==> src/rtl/stall_pkg.sv <==
// stall_pkg -- shared definitions for the pipeline stall controller.
//
// Holds the controller state encoding and the widths used by the
// controller and its performance counter. Imported by stall_controller
// and stall_perf_cnt.
package stall_pkg;

    localparam int CTRL_STATE_W = 2;   // width of the exported ctrl_state
    localparam int FLUSH_CNT_W  = 4;   // flush-cycle counter width
    localparam int CNT_W        = 32;  // performance counter width

    typedef enum logic [CTRL_STATE_W-1:0] {
        RUN   = 2'd0,
        STALL = 2'd1,
        DRAIN = 2'd2,
        FLUSH = 2'd3
    } ctrl_state_t;

endpackage

==> src/rtl/stall_perf_cnt.sv <==
// stall_perf_cnt -- saturating up-counter counting stalled cycles.
//
// Ports:
//   clk         clock, rising edge
//   reset       synchronous active-high reset, clears the count
//   inc         count this cycle (registered stall from the controller)
//   load        load load_value into the counter (takes priority over inc)
//   load_value  value to load
//   count       current count; holds at all-ones instead of wrapping
module stall_perf_cnt
    import stall_pkg::*;
(
    input  logic             clk,
    input  logic             reset,
    input  logic             inc,
    input  logic             load,
    input  logic [CNT_W-1:0] load_value,
    output logic [CNT_W-1:0] count
);

    // NOTE: sequential state uses non-blocking assignments so every flop
    // samples values from before the edge, independent of block order.
    always_ff @(posedge clk) begin
        if (reset) begin
            count <= '0;
        end else if (load) begin
            count <= load_value;
        end else if (inc && (count != {CNT_W{1'b1}})) begin
            count <= count + CNT_W'(1);
        end
    end

endmodule

==> src/rtl/stall_controller.sv <==
// stall_controller -- global stall/flush sequencer for a set of buffers.
//
// Ports:
//   clk           clock, rising edge
//   reset         synchronous active-high reset
//   ext_stall     downstream not ready (level)
//   flush_req     single-cycle flush request
//   buf_full      per-buffer full flags   [NUM_BUF-1:0]
//   buf_empty     per-buffer empty flags  [NUM_BUF-1:0]
//   stall         registered global stall
//   flush         registered global flush
//   src_hold      registered stop-issue to the pipeline source
//   ctrl_state    current state (RUN=0, STALL=1, DRAIN=2, FLUSH=3)
//   stall_cycles  stalled-cycle count; 0 unless STALL_CNT_EN is defined
//
// Build option: define STALL_CNT_EN to instantiate the saturating stall
// cycle counter (stall_perf_cnt). Without it stall_cycles is tied to 0.
module stall_controller
    import stall_pkg::*;
#(
    parameter int NUM_BUF      = 4,
    parameter int FLUSH_CYCLES = 2   // legal range 1..15
) (
    input  logic                    clk,
    input  logic                    reset,
    input  logic                    ext_stall,
    input  logic                    flush_req,
    input  logic [NUM_BUF-1:0]      buf_full,
    input  logic [NUM_BUF-1:0]      buf_empty,
    output logic                    stall,
    output logic                    flush,
    output logic                    src_hold,
    output logic [CTRL_STATE_W-1:0] ctrl_state,
    output logic [CNT_W-1:0]        stall_cycles
);

    localparam logic [FLUSH_CNT_W-1:0] FLUSH_LOAD = FLUSH_CNT_W'(FLUSH_CYCLES - 1);

    ctrl_state_t             state_q, state_d;
    logic [FLUSH_CNT_W-1:0]  flush_cnt_q, flush_cnt_d;
    logic                    src_hold_d;
    logic                    hold_clear;

    // NOTE: every signal written here gets a default first, so no path
    // leaves it unassigned and no latch is inferred.
    always_comb begin
        state_d     = state_q;
        flush_cnt_d = flush_cnt_q;

        // flush_req outranks ext_stall everywhere, and restarts an ongoing flush.
        if (flush_req) begin
            state_d     = FLUSH;
            flush_cnt_d = FLUSH_LOAD;
        end else begin
            unique case (state_q)
                RUN: begin
                    if (ext_stall) state_d = STALL;
                end
                STALL: begin
                    if (!ext_stall) state_d = DRAIN;
                end
                DRAIN: begin
                    if (ext_stall)       state_d = STALL;
                    else if (&buf_empty) state_d = RUN;
                end
                FLUSH: begin
                    // ext_stall is deliberately not looked at while flushing.
                    if (flush_cnt_q == '0) state_d = RUN;
                    else                   flush_cnt_d = flush_cnt_q - FLUSH_CNT_W'(1);
                end
                default: state_d = RUN;
            endcase
        end
    end

    // src_hold drops only when the FSM re-enters RUN after draining or
    // flushing; a full buffer in the same cycle wins and keeps it set.
    // A full buffer never forces STALL on its own: the source is held
    // instead, so the buffers can still drain.
    assign hold_clear = ((state_q == DRAIN) || (state_q == FLUSH)) && (state_d == RUN);
    assign src_hold_d = (|buf_full) || (src_hold && !hold_clear);

    always_ff @(posedge clk) begin
        if (reset) begin
            state_q     <= RUN;
            flush_cnt_q <= '0;
            stall       <= 1'b0;
            flush       <= 1'b0;
            src_hold    <= 1'b0;
        end else begin
            state_q     <= state_d;
            flush_cnt_q <= flush_cnt_d;
            // Outputs come from their own flops, decoded from the next state,
            // so they change on the same edge as ctrl_state.
            stall       <= (state_d == STALL);
            flush       <= (state_d == FLUSH);
            src_hold    <= src_hold_d;
        end
    end

    assign ctrl_state = state_q;

`ifdef STALL_CNT_EN
    stall_perf_cnt u_perf_cnt (
        .clk        (clk),
        .reset      (reset),
        .inc        (stall),
        .load       (1'b0),
        .load_value ({CNT_W{1'b0}}),
        .count      (stall_cycles)
    );
`else
    assign stall_cycles = '0;
`endif

endmodule

==> config.mk <==
export PLATFORM = sky130hd
export DESIGN_NAME = stall_controller
export DESIGN_NICKNAME = d
export VERILOG_FILES = /design/src/rtl/stall_pkg.sv /design/src/rtl/stall_perf_cnt.sv /design/src/rtl/stall_controller.sv
export SDC_FILE = /design/constraint.sdc
export NUM_CORES = 1
export LEC_CHECK = 0
export ABC_AREA = 1
export BUFFER_PORTS_ARGS = -buffer_cell sky130_fd_sc_hd__buf_2
export CAP_MARGIN = 20
export CORE_MARGIN = 5
export CORE_UTILIZATION = 42
export CTS_CLUSTER_DIAMETER = 40
export DETAILED_ROUTE_END_ITERATION = 12
export PLACE_DENSITY_LB_ADDON = 0.05
export SYNTH_ARGS = -nofsm -noshare
export SYNTH_HDL_FRONTEND = slang
export SYNTH_HIERARCHICAL = 1
export SYNTH_SLANG_ARGS = --single-unit
export TNS_END_PERCENT = 10
==> constraint.sdc <==
create_clock -name clk -period 3.4 [get_ports clk]
set_clock_uncertainty 0.05 [all_clocks]
set_input_delay 0.34 -clock clk [delete_from_list [all_inputs] [get_ports clk]]
set_output_delay 0.34 -clock clk [all_outputs]
set_load 0.01 [all_outputs]
Yosys cells after proc, flatten, opt, wreduce, memory -nomap -nowiden

Index checks and enable logic that the tools add are counted.

Flip-flop bits (word level): 9
Input port bits: 12
Output and inout port bits: 37
Logic and storage cells: 38

$add $sub $neg: 1
Equality and inequality tests: 6
Muxes and demuxes: 10
Bitwise gates (word level): 1
Reduce and logical (&&, ||, !) cells: 14

Operators with widths:

| cell                  | count |
|---|---|
| $mux W2               | 6 |
| $pmux W2 S4           | 1 |
| $eq A2 B2 Y1 const B  | 3 |
| $eq A2 B1 Y1 const B  | 2 |
| $logic_not A2 Y1      | 2 |
| $logic_not A4 Y1      | 1 |
| $reduce_and A2 Y1     | 2 |
| $reduce_and A4 Y1     | 1 |
| $reduce_or A4 Y1      | 1 |
| $sub A4 B1 Y4 const B | 1 |
| $mux W1               | 3 |
| $logic_and A1 B1 Y1   | 2 |
| $logic_or A1 B1 Y1    | 2 |
| $ne A2 B2 Y1 const B  | 1 |
| $reduce_bool A2 Y1    | 1 |
| $reduce_or A2 Y1      | 1 |
| $logic_not A1 Y1      | 1 |
| $not A1 Y1            | 1 |

Longest topological paths before layout

Depth after elaboration: 10
Gate-level depth with buffers: 9
Mapped depth without buffers: 9

Worst setup path before layout

OpenSTA, ideal clock, no wires.

Path type: flip-flop to flip-flop
Start point: reg flush_cnt_q[0]
End point: reg stall
Library setup time: 0.066 ns
Arrival: 1.125 ns
Data required time: 3.284 ns
Path slack: 2.159 ns
Stages on the path, launching flop included: 9
Buffers on the path: 0
Clock period less this slack: 1.241 ns
Cells stage by stage: dfxtp_1 > inv_1 > ha_1 > nand3_1 > nand2_2 > nand2_2 > inv_1 > or2_4 > a21oi_2

Cells in the longest elaborated chain, start to end: 5

Ends and longest elaborated chain:

| element                | RTL line               | text |
|---|---|---|
| from (decl)            | stall_controller.sv:40 | `logic [FLUSH_CNT_W-1:0] flush_cnt_q, flush_cnt_d;` |
| from (signal assigned) | stall_controller.sv:92 | `flush_cnt_q <= flush_cnt_d;` |
| $logic_not A4 Y1       | stall_controller.sv:68 | `if (flush_cnt_q == '0) state_d = RUN;` |
| $mux W2                | stall_controller.sv:68 |  |
| $pmux W2 S4            | stall_controller.sv:55 | `unique case (state_q)` |
| $mux W2                | stall_controller.sv:51 | `if (flush_req) begin` |
| $eq A2 B1 Y1           | stall_controller.sv:95 | `stall <= (state_d == STALL);` |
| to (signal assigned)   | stall_controller.sv:95 |  |
| to (decl)              | stall_controller.sv:30 | `output logic stall,` |

Every way passes these cells.
A chain may end at the register's enable or synchronous reset.

Final worst setup path

Same ends and word-level chain as after synthesis.

==> impl_metrics.csv <==
group,metric,value,unit
critical_path,crit_path_start_kind,"flop",
synth,synth_xor_xnor_area_share,0,%
place,place.port_buffers,16,
synth,synthesis.area,659,µm²
global_routing,global_route.overflow_total,0,
global_routing,pin_count_of_the_biggest_net_entering_global_routing,7,
sta,slew_violations,0,
critical_path,r2r-end,"stall",
synth,synth_simple_gate_area_share,19.2,%
cells_and_area,final_common_cell,"sky130_fd_sc_hd__conb_1",
clock_tree,path_clk_slew,0.06,ns
power_and_ir_drop,power.density,375,mW/mm²
synth,synthesis.instances,92,
global_routing,grt.total_usage,8.76,%
global_routing,first_global_vias,414,
clock_tree,clock_sinks,9,
route,drt_pass1_iterations,2,
floorplanning,fp.coreArea,0.00151,mm²
route,drcViolationCount,0,
floorplanning,starting_density_of_the_core,43.8,%
floorplanning,rows,14,
clock_tree,tritoncts,"yes",
critical_path,cp_max_fo,4,
sta,hold_violations,0,
synth,yosys-mux-area-fraction,0,%
sta,tns,0,ns
run_status,outcome,"completed",
clock_tree,root_buffer,"sky130_fd_sc_hd__clkbuf_4",
global_routing,antenna_found_initial,0,
power_and_ir_drop,p_leak,0.386,nW
clock_tree,htree_levels,1,
critical_path,worst_r2r_path_depth,8,
global_routing,global_route.usage.met1,9.16,%
critical_path,worst_ep_required_time,3.54,ns
critical_path,path_class,"flop to flop",
sta,min_period_over_period,38.9,%
worst_hold_path,start_point_of_the_worst_hold_path,"reset",
worst_hold_path,holdCritPathClass,"input port to flop",
floorplanning,die_w,49.6,µm
route,drtIter0Drc,1,
clock_tree,clock_insertion_delay_worst_skew,0.26,ns
cells_and_area,fin_cells,127,
sta,rsz0062_at_grt,"no",
clock_tree,cts-hold-fix-buffers,0,
route,wire_per_inst,8.13,µm
floorplanning,die_area,0.00246,mm²
cells_and_area,num_antenna_cells,0,
critical_path,critPathCaptureType,"flop",
cells_and_area,final_layout_size_suffix_gt1_share,22.5,%
power_and_ir_drop,worst_ir_drop_vdd,0.000215,V
synth,synth_top_family_by_area,"buffers and inverters",
global_routing,grt_most_used_layer,"met2",
route,post_detailed_route_count_of_antenna_violating_nets,0,
cells_and_area,final_net_count,125,
critical_path,arrival_time_of_data_at_the_critical_path_endpoint,1.46,ns
floorplanning,io_pins,49,
global_routing,grt.met2_usage,14.6,%
run,maxCapViolCount,0,
clock_tree,clock_path_buffers,2,
place,dp_cells,123,
cells_and_area,utilization,43.9,%
synth,post-synth-top-area-cell,"sky130_fd_sc_hd__buf_4",
sta,final.min_clock_period,1.32,ns
clock_tree,number_of_cts_inserted_buffers,3,
critical_path,critical_path.reg2reg.startpoint,"flush_cnt_q[0]",
route,via_count,470,
global_routing,global_route.usage.met3,6.02,%
synth,synth_compound_gate_area_share,8.92,%
sta,setup_viol,0,
cells_and_area,area_delta_synth_final,0.380,%
synth,post_synth_main_area_contributors,"sky130_fd_sc_hd__buf_4 (36%), sky130_fd_sc_hd__dfxtp_1 (27%), sky130_fd_sc_hd__nand2_1 (6.3%), sky130_fd_sc_hd__inv_1 (5.7%), sky130_fd_sc_hd__a21oi_1 (4.6%)",
place,detailedPlacementHpwl,950,µm
sta,fmax,757,MHz
floorplanning,dieHeight,49.6,µm
synth,syn_area_per_cell,7.17,µm²
synth,synth.yosys.warnings,6,
worst_hold_path,hold-path-endpoint,"flush_cnt_q[0]",
synth,synth-seq-area-share,27.3,%
synth,postSynthRegisterBits,9,
place,finalWeightedCongestion,0.710,
clock_tree,cts.repair.resized,0,
global_routing,grt_pass1_wl,1.68,mm
synth,post-synth-top-area-fraction,36.4,%
worst_hold_path,holdPathStages,2,
route,drt-vias-per-instance,3.70,
cells_and_area,final_cell_mix,"sky130_fd_sc_hd__conb_1 (32), sky130_fd_sc_hd__buf_2 (16), sky130_fd_sc_hd__nand2_1 (11)",
critical_path,register_to_register_setup_slack,2.08,ns
synth,synthAdderAreaFrac,1.90,%
clock_tree,cts.repair_timing.setup_buffer_count,0,
route,routed_wl,1.03,mm
synth,synth_cell_type_count,14,
[per-stage QoR]
step / total power [mW] / cell area, µm² / setup WS (ns) / hold WS (ns)
floorplan: 0.183 / 776 / 2.16 / 0.359
global placement: 0.171 / 636 / 2.09 / 0.406
detailed placement: 0.171 / 636 / 2.09 / 0.405
CTS: 0.252 / 662 / 2.07 / 0.261
global route: 0.269 / 662 / 1.86 / 0.288
finish: 0.248 / 662 / 2.08 / 0.262
[synth_stat cells, drive strengths merged]
cell   count
or2        1
nor4       1
nand2     15
inv       10
a21oi      7
nor2       8
ha         1
dfxtp      9
conb       1
nand3      3
o21ai      4
buf       32
[layer usage]
layer / wire, µm / part of all wire, %
met1: 352 / 34
met2: 537 / 52
met3: 142 / 14
met4: 0 / 0
met5: 0 / 0
[area by class of cell]
type,count,area (µm²)
Clock buffer,4,26.3
Fill cell,174,845
Inverter,10,37.5
Multi-Input combinational cell,72,318
Sequential cell,9,180
Tap cell,16,20.0
Timing Repair Buffer,16,80.1
[where the power goes]
| group | leakage (nW) | total [mW] | switching, mW | internal [mW] |
|---|---|---|---|---|
| Combinational | 0.297 | 0.0531 | 0.0362 | 0.0169 |
| Sequential | 0.0742 | 0.115 | 0.00411 | 0.111 |
| Clock | 0.0150 | 0.0797 | 0.0347 | 0.0451 |
[worst max path at each step]
stage	startpoint	to	cells after the start
2_1_floorplan	flush_cnt_q[0]	stall	8
3_3_place_gp	flush_cnt_q[0]	flush_cnt_q[3]	8
3_5_place_dp	flush_cnt_q[0]	flush_cnt_q[3]	8
4_1_cts	flush_cnt_q[0]	stall	8
5_1_grt	flush_cnt_q[0]	flush_cnt_q[3]	8
6_report	flush_cnt_q[0]	stall	8
[logic make-up (layout without fill, tap and decap cells)]
logic type,Yosys count,count (layout)
AND/OR/NAND/NOR,28,28
adder cells (fa/ha/maj),1,1
buffers and inverters,42,30
other,1,32
AO/OA/AOI/OAI,11,11
flip-flops,9,9
[worst max-delay path, cell delays in order (launching register included)]
cell,delay (ns)
sky130_fd_sc_hd__dfxtp_1,0.34
sky130_fd_sc_hd__inv_1,0.05
sky130_fd_sc_hd__ha_1,0.21
sky130_fd_sc_hd__nand3_1,0.11
sky130_fd_sc_hd__nand2_2,0.08
sky130_fd_sc_hd__nand2_2,0.07
sky130_fd_sc_hd__inv_1,0.03
sky130_fd_sc_hd__or2_4,0.22
sky130_fd_sc_hd__a21oi_2,0.09
[registers in the layout, indices dropped and copies added, names as in the netlist]
register	flops
flush_cnt_q	4
ctrl_state	2
flush	1
src_hold	1
stall	1
No activity file was read; power rests on OpenSTA's default activity.
